$ cat config.mk
export PLATFORM = sky130hd
export DESIGN_NAME = fifo_wr_arbiter
export DESIGN_NICKNAME = d
export VERILOG_FILES = /design/src/rtl/fifo_arb_pkg.sv /design/src/rtl/fifo_wr_arbiter_rr_picker.sv /design/src/rtl/fifo_wr_arbiter.sv
export SDC_FILE = /design/constraint.sdc
export NUM_CORES = 1
export LEC_CHECK = 0
export CORE_MARGIN = 8
export CORE_UTILIZATION = 30
export DETAILED_ROUTE_END_ITERATION = 7
export SETUP_SLACK_MARGIN = 0.2
export SLEW_MARGIN = 5
export SYNTH_ARGS = -nofsm -noshare
export SYNTH_HDL_FRONTEND = slang
export SYNTH_SLANG_ARGS = --single-unit
$ cat constraint.sdc
create_clock -name w_clk -period 3.25 [get_ports w_clk]
set_input_delay 0.975 -clock w_clk [delete_from_list [all_inputs] [get_ports w_clk]]
set_output_delay 0.975 -clock w_clk [all_outputs]
set_load 0.05 [all_outputs]
$ cat src/rtl/fifo_arb_pkg.sv
// Shared types and defaults for the FIFO write-port arbiter.
// Exports the FSM state enum, parameter defaults and a clog2 helper.
package fifo_arb_pkg;

  typedef enum logic {
    IDLE  = 1'b0,
    BURST = 1'b1
  } arb_state_t;

  localparam int DEF_MAX_BURST = 4;
  localparam int DEF_CNT_WIDTH = 16;

  // Minimum width of 1 so that a single-value counter still has a bit.
  function automatic int clog2(input int v);
    int r;
    r = 1;
    for (int i = 1; i < 31; i++) begin
      if ((1 << i) < v) r = i + 1;
    end
    return r;
  endfunction

endpackage

$ cat src/rtl/fifo_wr_arbiter_rr_picker.sv
// Round-robin priority search: first set req_valid bit at or above
// rr_ptr, wrapping. Ports: req_valid, rr_ptr in; found, index out.
module rr_picker
  import fifo_arb_pkg::*;
#(
  parameter int N_REQ = 4
) (
  input  logic [N_REQ-1:0]        req_valid,
  input  logic [clog2(N_REQ)-1:0] rr_ptr,
  output logic                    found,
  output logic [clog2(N_REQ)-1:0] index
);

  localparam int IW = clog2(N_REQ);

  logic [2*N_REQ-1:0] dbl;
  logic [IW:0]        s;

  // Rotate so bit 0 is rr_ptr; scan downward so the lowest
  // rotated position wins.
  always_comb begin
    found = 1'b0;
    index = '0;
    s     = '0;
    dbl   = {req_valid, req_valid} >> rr_ptr;
    for (int k = N_REQ - 1; k >= 0; k--) begin
      if (dbl[k]) begin
        s = {1'b0, rr_ptr} + (IW+1)'(k);
        if (s >= (IW+1)'(N_REQ)) s = s - (IW+1)'(N_REQ);
        found = 1'b1;
        index = s[IW-1:0];
      end
    end
  end

endmodule

$ cat src/rtl/fifo_wr_arbiter.sv
// Round-robin burst arbiter for the FIFO write port (w_clk domain).
// Ports: req_valid/req_data/req_ready per producer, fifo_full in,
// fifo_wr_en/fifo_data out, grant_valid/grant_id, xfer_count.
module fifo_wr_arbiter
  import fifo_arb_pkg::*;
#(
  parameter int N_REQ     = 4,
  parameter int D_WIDTH   = 8,
  parameter int MAX_BURST = DEF_MAX_BURST,
  parameter int CNT_WIDTH = DEF_CNT_WIDTH
) (
  input  logic                    w_clk,
  input  logic                    w_rst,
  input  logic [N_REQ-1:0]        req_valid,
  input  logic [N_REQ*D_WIDTH-1:0] req_data,
  output logic [N_REQ-1:0]        req_ready,
  input  logic                    fifo_full,
  output logic                    fifo_wr_en,
  output logic [D_WIDTH-1:0]      fifo_data,
  output logic                    grant_valid,
  output logic [clog2(N_REQ)-1:0] grant_id,
  output logic [CNT_WIDTH-1:0]    xfer_count
);

  localparam int IW = clog2(N_REQ);
  localparam int BW = clog2(MAX_BURST);

  arb_state_t      state;
  logic [IW-1:0]   rr_ptr;
  logic [BW-1:0]   beat_cnt;

  logic            pick_found;
  logic [IW-1:0]   pick_idx;
  logic            sel_valid;
  logic            last_beat;
  logic [IW-1:0]   next_ptr;

  rr_picker #(
    .N_REQ (N_REQ)
  ) u_pick (
    .req_valid (req_valid),
    .rr_ptr    (rr_ptr),
    .found     (pick_found),
    .index     (pick_idx)
  );

  // Data is steered even when not writing; no X-gating.
  always_comb begin
    sel_valid = 1'b0;
    fifo_data = '0;
    for (int i = 0; i < N_REQ; i++) begin
      if (grant_id == IW'(i)) begin
        sel_valid = req_valid[i];
        fifo_data = req_data[i*D_WIDTH +: D_WIDTH];
      end
    end
  end

  assign grant_valid = (state == BURST);

  // fifo_full and w_rst gate in the same cycle so a full FIFO or
  // a mid-burst reset never sees or acknowledges a beat.
  assign fifo_wr_en = grant_valid & sel_valid
                    & ~fifo_full & ~w_rst;

  always_comb begin
    req_ready = '0;
    for (int i = 0; i < N_REQ; i++) begin
      req_ready[i] = grant_valid & ~fifo_full & ~w_rst
                   & (grant_id == IW'(i));
    end
  end

  assign last_beat = (beat_cnt == BW'(MAX_BURST - 1));
  assign next_ptr  = (grant_id == IW'(N_REQ - 1)) ?
                     '0 : grant_id + 1'b1;

  always_ff @(posedge w_clk) begin
    if (w_rst) begin
      state      <= IDLE;
      grant_id   <= '0;
      rr_ptr     <= '0;
      beat_cnt   <= '0;
      xfer_count <= '0;
    end else begin
      unique case (state)
        IDLE: begin
          if (pick_found) begin
            grant_id <= pick_idx;
            beat_cnt <= '0;
            state    <= BURST;
          end
        end
        BURST: begin
          if (!sel_valid) begin
            state  <= IDLE;
            rr_ptr <= next_ptr;
          end else if (fifo_wr_en) begin
            xfer_count <= xfer_count + 1'b1;
            if (last_beat) begin
              state  <= IDLE;
              rr_ptr <= next_ptr;
            end else begin
              beat_cnt <= beat_cnt + 1'b1;
            end
          end
        end
      endcase
    end
  end

endmodule

# Word-level counts from Yosys, hierarchy flattened
# Cells that the tools add are included.
[totals]
rom_bits = 0
wordCells = 81
mem_bits_rw = 0
output_inout_bits = 32
register_bits = 23
inputBits = 39
latch_bits = 0
n_memories = 0
[op_classes]
n_eq_ne = 10
n_reduce_logical = 5
bitwise = 12
div_mod_pow = 0
n_lt_le_gt_ge = 4
mul = 0
mux = 34
n_shift = 1
n_addsub = 10
[op_table]
columns = ["operator", "count"]
rows = [
  ["2-bit two-way mux", 16],
  ["8-bit two-way mux", 4],
  ["16-bit by 1-bit adder with 16-bit output (second input constant)", 1],
  ["1-bit two-way mux", 12],
  ["1-bit AND", 9],
  ["3-bit greater-or-equal comparator (second input constant)", 3],
  ["2-bit inequality test (second input constant)", 4],
  ["8-bit by 2-bit right shift with 4-bit output", 1],
  ["2-bit by 1-bit subtractor with 2-bit output (second input constant)", 4],
  ["2-bit by 2-bit adder with 3-bit output (second input constant)", 2],
  ["2-bit equality test (second input constant)", 3],
  ["3-bit AND reduction", 2],
  ["2-bit by 1-bit adder with 2-bit output (second input constant)", 2],
  ["2-bit by 1-bit inequality test with 1-bit output (second input constant)", 2],
  ["2-bit case mux with 2 select lines", 1],
  ["4-bit AND reduction", 1],
  ["2-bit by 1-bit adder with 3-bit output (second input constant)", 1],
  ["2-bit by 3-bit greater-or-equal comparator with 1-bit output (second input constant)", 1],
  ["1-bit NOT", 3],
  ["2-bit by 1-bit equality test with 1-bit output (second input constant)", 1],
  ["2-bit zero test", 1],
  ["1-bit case mux with 2 select lines", 1],
  ["2-bit AND reduction", 1],
]

# Depth between registers and ports, before layout
[logic_depth]
ltp_word = 11
mapped_depth = 9
depth_no_buf = 6

# Cells and area by module
# Synthesis repeated with hierarchy kept, for this count alone.
[hier_totals]
cells_unflattened = 197
area_unflattened_um2 = 1516.5
[modules_own_cells]
columns = ["module", "area_per_inst_um2", "cells_each", "instances"]
rows = [
  ["fifo_wr_arbiter", 1438.9, 182, 1],
  ["rr_picker", 77.6, 15, 1],
]

# Worst setup path before layout
# No wires, ideal clock.
[synth_timing]
path_type = "register to output"
from = "register grant_id[1]"
to = "output fifo_data[6]"
n_path_buf = 2
arrival_time_ns = 2.739
stages_incl_launch_ff = 9
path_slack_ns = -0.464
cell_sequence = "dfxtp_1 -> inv_1 -> ha_1 -> buf_6 -> clkbuf_1 -> nand3b_1 -> a21oi_1 -> a21oi_1 -> o21ai_0"
[synth_via]
elab_chain_cells = 5
elab_cells_between_ends = 8
[synth_lines]
columns = ["element", "line", "text"]
rows = [
  ["start, declared", "fifo_wr_arbiter.sv:21", "output logic [clog2(N_REQ)-1:0] grant_id,"],
  ["start signal, assigned", "fifo_wr_arbiter.sv:89", "grant_id <= pick_idx;"],
  ["2-bit zero test", "fifo_wr_arbiter.sv:52", "if (grant_id == IW'(i)) begin"],
  ["8-bit two-way mux (3 in a row)", "fifo_wr_arbiter.sv:52", ""],
  ["8-bit two-way mux *", "fifo_wr_arbiter.sv:52", ""],
  ["end, declared", "fifo_wr_arbiter.sv:19", "output logic [D_WIDTH-1:0] fifo_data,"],
]
# Mark *: on every way between the ends. The rest lies on a longest branch, timed or not.

# Final worst setup path
[layout_timing]
from = "input req_data[5]"
to = "output fifo_data[5]"
[layout_via]
elab_chain_cells = 4
[layout_lines]
columns = ["element", "line", "text"]
rows = [
  ["start, declared", "fifo_wr_arbiter.sv:15", "input logic [N_REQ*D_WIDTH-1:0] req_data,"],
  ["8-bit two-way mux (4 in a row)", "fifo_wr_arbiter.sv:52", ""],
]
# No other way between the ends.

==> metrics.txt <==
outcome=finished clean; Root Buffer=clkbuf_8; number of max-cap violations=0; combinational power share=0.473; Final Hold Vio Count=0; share of post-route cells with drive strength above 1=0.227; routed vias/inst=approximately 5; crit-path cells=clkdlybuf4s50_1 -> nand3b_1 -> a21oi_2 -> a21oi_1 -> o21ai_2 -> buf_12; maximum clock frequency=between 0.3 and 0.4 GHz; Ys Warns=0; hold_sp=beat_cnt[0]$_SDFFE_PP0P_; Reg-to-Reg Start=grant_id[0]$_SDFFE_PP0P_; Tmin final=about 3.1 ns; Crit path largest cell delay=between 0.4 and 0.5 ns; largest net degree at the start of global routing=28; CTS H-Tree Depth=1; CTS Sinks=23; switching part of the total power=0.368; post-route cell area=approximately 2700 µm²; Site Rows=27; Gate Count Post-Synth=208; P_leak=about 1.1 nW; Die X=between 80 and 90 µm; initial antenna violation count=0; dpl hpwl=about 4200 µm; Post-Place Cell Area=approximately 2600 µm²; placeable core area=around 5400 µm²; routed via count=roughly 1800; DR DRC count=0; TritonCTS Buffers=3; Setup crit end kind=output pin; Ports=around 70; Cell Int Power=0.000574 W; Die H=approximately 90 µm; Die ar.=around 8000 µm²; Setup violations, final=0; net count after synthesis=approximately 250; gpl congestion=between 0.7 and 0.8; Overall Global Routing Usage=0.134; vias in the first global route=between 1500 and 2000; Syn Std Cell Area=1630 µm²; Bufs on Longest Clock Path=2; clock slew at reported path FFs=~0.070 ns; ANT cells=0; Routed Antenna Nets=0; global-route wire length before repair=8580 µm; Fill cells=530; clock skew=between 0.01 and 0.015 ns; synth-to-layout area growth=65.4%; critical path's slowest cell=clkdlybuf4s50_1; Crit Reg-Reg Endpoint=xfer_count[12]$_SDFFE_PP0P_; average size of a mapped cell=between 7 and 8 µm²; Power Density=approximately 340 nW/µm²; worst-margin pin slew=~0.54 ns; Initial Util=0.303; CP Max Fanout=1; worst vdd ir=about 0.18 mV; CTS tree=built; Max transition margin=0.641; # port buffers=70; WS Path Type=primary input to output pin; drt wl/cell=about 16 µm; Seq/Total Area, Yosys=0.283; final setup TNS=0 ns; RSZ-0062 raised after global routing=yes; Hold EP=beat_cnt[0]$_SDFFE_PP0P_; final worst path period share=0.944; final net count=328; Slew Limit Fails=0; Worst setup SP type=primary input; Sw Pwr=approximately 0.00033 W; reg-to-reg setup timing slack=~0.8 ns; first drt pass iteration count=4; CP required=~2.3 ns; DR iter-0 viols=48; Hold Path Class=register to register; hold depth=1; GR Overflow Total=0; power share of the clock group=0.197; synth unique cells=41; Synth Register Bits=23; sequential power share=0.330; final WL=approximately 5500 µm; Worst EP arrival=roughly 2.1 ns; Worst-Skew Late Latency=roughly 0.27 ns; Reg2Reg Depth=7
==> flip-flops by register name, indices dropped and copies added, names as in the netlist <==
| name | count |
|---|---|
| grant_id | 2 |
| rr_ptr | 2 |
| grant_valid | 1 |
| beat_cnt | 2 |
| xfer_count | 16 |
==> metrics by stage <==
| stage | utilization | total power (W) | instances | worst slack (ns) | hold slack [ns] |
|---|---|---|---|---|---|
| after floorplan | - | 0.000539 | 208 | 0.302 | 0.440 |
| after global placement | 0.487 | 0.000728 | 350 | 0.00761 | 0.456 |
| after detailed placement | 0.487 | 0.000732 | 350 | 0.00618 | 0.468 |
| after CTS | 0.497 | 0.000914 | 354 | 0.200 | 0.483 |
| after global routing | 0.501 | 0.000953 | 354 | 0.107 | 0.518 |
| final | 0.501 | 0.000908 | 354 | 0.182 | 0.480 |
==> worst max-delay path by stage <==
| stage | endpoint | slack (ns) | cells past startpoint | startpoint |
|---|---|---|---|---|
| after detailed placement | fifo_wr_en | 0.006 | 5 | req_valid[3] |
| after floorplan | fifo_wr_en | 0.30 | 5 | req_valid[3] |
| final | fifo_data[5] | 0.18 | 6 | req_data[5] |
| after global routing | fifo_data[5] | 0.11 | 6 | req_data[5] |
| after CTS | fifo_data[7] | 0.20 | 6 | req_data[7] |
| after global placement | fifo_wr_en | 0.008 | 5 | req_valid[3] |
==> layout make-up <==
| cell class | instances | area, µm² | area share |
|---|---|---|---|
| multi-input cells | 164 | 1130 | 0.421 |
| flip-flops and latches | 23 | 463 | 0.172 |
| clock buffers | 3 | 41.3 | 0.0153 |
| inverters | 7 | 26.3 | 0.00976 |
| well taps | 72 | 90.1 | 0.0335 |
| repair buffers | 84 | 933 | 0.347 |
| clock inverters | 1 | 5.00 | 0.00186 |
==> power groups by stage <==
stage	registers (W)	logic, W	clock network, W
6_report	0.000299	0.000430	0.000179
5_1_grt	0.000301	0.000457	0.000195
4_1_cts	0.000299	0.000429	0.000186
3_5_place_dp	0.000306	0.000426	0
3_3_place_gp	0.000306	0.000422	0
2_1_floorplan	0.000318	0.000221	0
==> Yosys cell counts (all sizes together) <==
| master | count | area share |
|---|---|---|
| nor3 | 3 | 0.0092 |
| o21a | 2 | 0.0092 |
| inv | 7 | 0.016 |
| o311ai | 8 | 0.043 |
| nand4 | 2 | 0.0077 |
| nand3b | 9 | 0.049 |
| clkbuf | 7 | 0.016 |
| and2 | 5 | 0.019 |
| o22ai | 1 | 0.0038 |
| nor2b | 3 | 0.012 |
| a211o | 2 | 0.011 |
| or3 | 2 | 0.011 |
| nor2 | 8 | 0.018 |
| a211oi | 2 | 0.0092 |
| nand3 | 9 | 0.028 |
| o211ai | 1 | 0.0046 |
| and3 | 3 | 0.012 |
| buf | 7 | 0.031 |
| mux2 | 4 | 0.030 |
| or4 | 1 | 0.0046 |
| nor3b | 2 | 0.016 |
| dfxtp | 23 | 0.28 |
| mux2i | 5 | 0.031 |
| o31ai | 2 | 0.0092 |
| nor4 | 3 | 0.012 |
| a21boi | 1 | 0.0046 |
| a21oi | 23 | 0.071 |
| o41ai | 8 | 0.043 |
| o21ai | 10 | 0.031 |
| ha | 6 | 0.046 |
| o221ai | 1 | 0.0054 |
| or2 | 6 | 0.023 |
| and2b | 1 | 0.0046 |
| and4 | 2 | 0.011 |
| nand2 | 29 | 0.067 |
==> logic make-up (layout without fill, tap and decap cells) <==
kind of cell             after synthesis  count (layout)  share of synthesized area
AO/OA/AOI/OAI                         61              61                      0.244
AND/OR/NAND/NOR                       88              88                      0.303
multiplexers                           9               9                     0.0607
buffers and inverters                 21              95                     0.0630
adder cells (fa/ha/maj)                6               6                     0.0461
flip-flops                            23              23                      0.283
==> worst max-delay path: cells and delay by family <==
kind / cells / cell delay, ns
buf+inv: 2 / 0.62
compound gates: 3 / 0.41
simple gates: 1 / 0.08
==> cells in the final DEF, fill, tap and decap left out, types with 3 or more instances in the layout <==
cell / Yosys / layout
and3_1: 3 / 3
nand2_1: 29 / 29
nand3b_1: 8 / 8
mux2_2: 3 / 3
nor3_1: 3 / 3
mux2i_1: 5 / 5
and2_1: 5 / 4
a21oi_2: 0 / 7
o21ai_2: 0 / 8
buf_12: 0 / 13
or2_2: 6 / 6
dlygate4sd2_1: 0 / 10
a21oi_1: 23 / 16
nor2_1: 8 / 7
clkdlybuf4s50_1: 0 / 43
nand3_1: 9 / 9
o41ai_1: 8 / 8
dfxtp_1: 23 / 21
ha_1: 6 / 5
inv_1: 7 / 7
buf_4: 1 / 14
nor4_1: 3 / 3
o311ai_0: 8 / 8
clkbuf_8: 0 / 3
nor2b_1: 3 / 3
dlymetal6s2s_1: 0 / 4
==> per-layer routing <==
metal | vias to the layer above | global-route usage | part of all wire
met5 | - | 0 | 0
met4 | 0 | 0.0408 | 0.0094
met3 | 6 | 0.0300 | 0.084
met2 | 64 | 0.223 | 0.43
met1 | 829 | 0.167 | 0.48
li1 | 913 | - | -
==> what timing repair did <==
item                                    in CTS  in global routing
gates resized for setup                     15                  8
endpoints found under the setup margin       7                  7
gates cloned                                 0                  0
hold buffers                                 0                  0
buffers inserted                             0                  0
pin swaps                                    8                  7
No activity file was read; power rests on OpenSTA's default activity.
